[src/rtl/fetch_align_gen.sv]
// Fetch-group address generator: aligns the fetch PC to an ISSUE_W-instruction group and marks the valid lanes.
// Optional accepted-partial-group counter enabled by defining FETCH_ALIGN_PERF_EN.
module fetch_align_gen #(
   parameter int unsigned ISSUE_W  = 4,
   parameter logic [31:0] RESET_PC = 32'hBFC00000
) (
   input  logic                       clk,
   input  logic                       reset,
   input  logic                       redirect,
   input  logic [31:0]                redirect_pc,
   input  logic                       out_ready,
   output logic                       out_valid,
   output logic [31:0]                group_pc,
   output logic [ISSUE_W-1:0]         lane_valid,
   output logic [$clog2(ISSUE_W)-1:0] first_lane,
   output logic                       adel,
   output logic [31:0]                partial_cnt
);

   localparam int unsigned GB = ISSUE_W * 4;
   localparam int unsigned OB = $clog2(GB);
   localparam int unsigned LW = $clog2(ISSUE_W);

   typedef enum logic [1:0] {BOOT, RUN, FAULT} state_t;

   state_t      state_q, state_d;
   logic [31:0] pc_q, pc_d;
   logic [31:0] grp_base;
   logic [LW-1:0] pc_lane;

   assign grp_base = pc_q & ~32'(GB - 1);
   assign pc_lane  = pc_q[OB-1:2];

   // State and fetch-address register
   always_ff @(posedge clk) begin
      if (reset) begin
         state_q <= BOOT;
         pc_q    <= RESET_PC;
      end else begin
         state_q <= state_d;
         pc_q    <= pc_d;
      end
   end

   // Next state: redirect wins over accept and stall in every state
   always_comb begin
      state_d = state_q;
      pc_d    = pc_q;
      if (redirect) begin
         pc_d    = redirect_pc;
         state_d = (redirect_pc[1:0] != 2'b00) ? FAULT : RUN;
      end else begin
         case (state_q)
            BOOT:    state_d = RUN;
            RUN:     if (out_ready) pc_d = grp_base + 32'(GB);
            FAULT:   state_d = FAULT;
            default: state_d = BOOT;
         endcase
      end
   end

   // Outputs depend only on registered state
   always_comb begin
      out_valid  = 1'b0;
      group_pc   = '0;
      lane_valid = '0;
      first_lane = '0;
      adel       = 1'b0;
      case (state_q)
         RUN: begin
            out_valid  = 1'b1;
            group_pc   = grp_base;
            first_lane = pc_lane;
            for (int i = 0; i < int'(ISSUE_W); i++)
               lane_valid[i] = (LW'(i) >= pc_lane);
         end
         FAULT: begin
            out_valid = 1'b1;
            adel      = 1'b1;
            group_pc  = pc_q;
         end
         default: ;
      endcase
   end

`ifdef FETCH_ALIGN_PERF_EN
   logic [31:0] cnt_q;
   logic        part_acc;

   // An accept still counts when a redirect arrives in the same cycle
   assign part_acc = (state_q == RUN) && out_ready && (pc_lane != '0);

   always_ff @(posedge clk) begin
      if (reset)
         cnt_q <= '0;
      else if (part_acc && (cnt_q != 32'hFFFFFFFF))
         cnt_q <= cnt_q + 32'd1;
   end

   assign partial_cnt = cnt_q;
`else
   assign partial_cnt = '0;
`endif

endmodule

[config.mk]
export PLATFORM = sky130hd
export DESIGN_NAME = fetch_align_gen
export DESIGN_NICKNAME = d
export VERILOG_FILES = /design/src/rtl/fetch_align_gen.sv
export SDC_FILE = /design/constraint.sdc
export NUM_CORES = 1
export LEC_CHECK = 0
export CORE_ASPECT_RATIO = 0.9
export CORE_UTILIZATION = 42
export CTS_CLUSTER_SIZE = 28
export DETAILED_ROUTE_END_ITERATION = 8
export GPL_TIMING_DRIVEN = 0
export PLACE_DENSITY = 0.79
export REMOVE_ABC_BUFFERS = 1
export SLEW_MARGIN = 20
export SYNTH_ARGS = -nofsm -noshare
export SYNTH_HDL_FRONTEND = slang
export SYNTH_SLANG_ARGS = --single-unit
[constraint.sdc]
create_clock -name clk -period 2.75 [get_ports clk]
set_clock_uncertainty 0.15 [all_clocks]
set_input_delay 0.55 -clock clk [delete_from_list [all_inputs] [get_ports clk]]
set_output_delay 0.55 -clock clk [all_outputs]
set_load 0.01 [all_outputs]
==> results.sh <==
export IMPL_max_freq_mhz=376
export IMPL_worstSetupPathType="reg -> out"
export IMPL_ctsHtreeMaxLevel=2
export IMPL_die_w_um=82.2
export IMPL_synth_edf_count=0
export IMPL_synth_fa_ha_area_share_pct=2.57
export IMPL_seqPwrFrac_pct=46.2
export IMPL_clock_sinks=34
export IMPL_critPathCaptureType="output pin"
export IMPL_clkTransAtPathRegs_ns=0.07
export IMPL_yosys_area_share_simple_pct=34.4
export IMPL_grtUsageTotal_pct=21.5
export IMPL_rsz0062_at_grt="no"
export IMPL_setup_viol=0
export IMPL_synth_xor_area_share_pct=3.60
export IMPL_synth_compound_area_share_pct=15.7
export IMPL_grt_max_degree=45
export IMPL_async_flop_share_pct=0
export IMPL_hold_viol_final=0
export IMPL_grt_overflow_total=0
export IMPL_yosys_cell_types_count=44
export IMPL_netSwitchingFraction_pct=30.0
export IMPL_leakage_nw=1.26
export IMPL_ys_seq_elements=34
export IMPL_yosysWarnings=0
export IMPL_drcViolationCount=0
export IMPL_powerDensity_nw_per_um2=378
export IMPL_start_util_pct=45.0
export IMPL_syn_area_per_cell_um2=7.75
export IMPL_vdd_ir_drop_max_mv=0.190
export IMPL_final_nets=420
export IMPL_cts_setup_buffers=0
export IMPL_cp_slowest_stage_delay_ns=0.53
export IMPL_p_switching_mw=0.369
export IMPL_cts_hold_buf=0
export IMPL_clock_latency_ns=0.28
export IMPL_crit_chain="inv_2, ha_4, o21a_2, and2_1, clkdlybuf4s50_1"
export IMPL_maxCapViolCount=0
export IMPL_regArea_um2=686
export IMPL_io_pins=108
export IMPL_clkPwrFrac_pct=28.1
export IMPL_wl_per_cell_um=14.3
export IMPL_die_area_um2=6100
export IMPL_drtPass1Iterations=4
export IMPL_synth_top_family_by_area="simple AND/OR/NAND/NOR gates"
export IMPL_cp_arrival_ns=1.96
export IMPL_fillers=498
export IMPL_p_int_mw=0.863
export IMPL_synthMuxAreaShare_pct=0.925
export IMPL_io_buffers=75
export IMPL_diodes=0
export IMPL_synthCells=314
export IMPL_combPwrFrac_pct=25.7
export IMPL_worstPathRequired_ns=2.05
export IMPL_drt_iter0_drc=164
export IMPL_die_height_um=74.2
export IMPL_finalPower_mw=1.23
export IMPL_cp_top_family="buffers and inverters"
export IMPL_root_buffer="clkbuf_8"
export IMPL_cts_buffer_depth=2
export IMPL_finalWirelength_um=6380
export IMPL_drive_above_1_share_pct=7.92
export IMPL_coreArea_um2=5410
export IMPL_ff2ff_setup_slack_ns=0.28
export IMPL_period_needed_ns=2.66
export IMPL_cp_max_fo=7
export IMPL_hp_class="reg -> reg"
export IMPL_post_dp_hpwl_um=4200
export IMPL_syn_to_final_growth_pct=33.8
export IMPL_period_share_pct=96.7
export IMPL_netlist_area_um2=2430
export IMPL_antenna_found_initial=0
export IMPL_synth_ff_type="dfxtp_1"
export IMPL_ant_nets=0
export IMPL_cts_tree="yes"
export IMPL_status="finished clean"
export IMPL_cts_buffers=5
export IMPL_num_vias=2385
export IMPL_grt_pass1_vias=2111
export IMPL_crit_slowest_cell="clkdlybuf4s50_1"
export IMPL_placed_cells=437
export IMPL_placementRows=25
export IMPL_grt_first_pass_wirelength_um=10100
export IMPL_layoutNonFillerInstCount=446
export IMPL_critPathLaunchType="flip-flop"
export IMPL_gp_congestion=0.811
export IMPL_slew_headroom_pct=44.5
export IMPL_yosysSeqAreaShare_pct=28.0
export IMPL_drv_slew=0
export IMPL_timing_hold_ws_ns=0.313
export IMPL_multi_input_area_um2=1600
export IMPL_viasPerCell=5.35
export IMPL_worst_pin_slew_ns=0.826
export IMPL_cp_buffers_inverters=2
## layout make-up
| type | instances | share of cell area, % |
|---|---|---|
| Timing Repair Buffer | 76 | 23.7 |
| Clock buffer | 7 | 2.34 |
| Sequential cell | 34 | 21.1 |
| Multi-Input combinational cell | 253 | 49.1 |
| Inverter | 9 | 1.19 |
| Tap cell | 67 | 2.57 |
## cells by family after synthesis
family | Yosys count
multiplexers | 2
AND/OR/NAND/NOR | 150
AO/OA/AOI/OAI | 52
adder cells (fa/ha/maj) | 5
XOR/XNOR | 10
buffers and inverters | 60
other | 1
flip-flops | 34
## registers in the layout, summed over array words and instances, names as in the netlist
| register | count |
|---|---|
| pc_q | 32 |
| state_q | 2 |
## worst paths after layout
| check | startpoint | cells after the start | to |
|---|---|---|---|
| worst max-delay path | state_q[0] | 5 | group_pc[5] |
| worst min-delay path | pc_q[1] | 2 | pc_q[1] |
| worst max register to register | state_q[1] | 6 | pc_q[17] |
| worst min register to register | pc_q[1] | 2 | pc_q[1] |
## through the flow
step | worst slack (ns) | utilization (%) | area [um2] | TNS (ns)
after floorplan | 0.278 | - | 2230 | 0
after global placement | -1.34 | 56.6 | 3060 | -35.45
after detailed placement | -0.781 | 57.0 | 3090 | -21.93
after CTS | -0.0225 | 59.0 | 3190 | -0.146
after global routing | 0.0229 | 60.2 | 3260 | 0
final | 0.0897 | 60.2 | 3260 | 0
## Yosys cell counts (2+ instances only)
library cell / count / area [um2]
and2_1: 34 / 213
dfxtp_1: 34 / 681
buf_4: 32 / 240
nand2_1: 21 / 78.8
nor2_1: 21 / 78.8
nand3_1: 17 / 85.1
clkbuf_1: 15 / 56.3
nor3_1: 14 / 70.1
a211oi_1: 12 / 90.1
inv_1: 8 / 30.0
a21oi_1: 7 / 35.0
a311oi_1: 7 / 61.3
nor4_1: 7 / 43.8
o21ai_0: 7 / 35.0
and4_1: 6 / 52.6
nand4_1: 6 / 37.5
xnor2_1: 6 / 52.6
ha_1: 5 / 62.6
or3_1: 5 / 31.3
or4_1: 5 / 37.5
nor3b_1: 4 / 30.0
xor2_1: 4 / 35.0
a2111oi_0: 3 / 26.3
and3_1: 3 / 18.8
o31ai_1: 3 / 22.5
a221oi_1: 2 / 17.5
a311o_1: 2 / 20.0
a31oi_1: 2 / 12.5
buf_2: 2 / 10.0
mux2_2: 2 / 22.5
nand4_2: 2 / 25.0
nor2b_1: 2 / 12.5
o21a_1: 2 / 15.0
o221a_2: 2 / 22.5
## tightest hold or removal path: stages (launching register included)
cell and delay (ns):
dfxtp_1 0.31, nand3_1 0.06, a21oi_1 0.06
## timing repair
| action | CTS | global route |
|---|---|---|
| gates cloned | 1 | 1 |
| pin swaps | 1 | 2 |
| endpoints found under the setup margin | 58 | 35 |
| resized for setup | 9 | 15 |
## power groups by stage
stage	registers [mW]	logic (mW)	clock network (mW)
2_1_floorplan	0.566	0.145	0
3_3_place_gp	0.576	0.285	0
3_5_place_dp	0.577	0.294	0
4_1_cts	0.566	0.306	0.354
5_1_grt	0.575	0.347	0.375
6_report	0.569	0.316	0.347
## placed cells by master, fill, tap and decap left out, types with 3 or more instances in the layout
master	synthesis	routed
nor3_1	14	14
conb_1	1	32
a2111oi_0	3	3
nand3_1	17	17
a211oi_1	12	12
and3_1	3	3
and2_1	34	34
a311oi_1	7	7
nand2_1	21	21
or3_1	5	5
clkdlybuf4s50_1	0	67
a21oi_1	7	7
o21ai_0	7	7
nand4_1	6	6
or4_1	5	4
dfxtp_1	34	32
nor4_1	7	5
ha_4	0	3
clkbuf_8	0	5
nor2_1	21	21
dlymetal6s2s_1	0	5
o31ai_1	3	3
nor3b_1	4	4
xor2_1	4	4
inv_1	8	6
xnor2_1	6	6
and4_1	6	6
## metal layers
layer / track usage [%] / up-vias / share of wire [%] / routed length [um]
met5: 0 / - / 0 / 0
met4: 5.07 / 0 / 0.45 / 29
met3: 3.80 / 5 / 7.6 / 485
met2: 34.8 / 103 / 45 / 2890
li1: - / 1204 / - / -
met1: 29.7 / 1073 / 47 / 2970
Power figures use the tool's default switching activity.
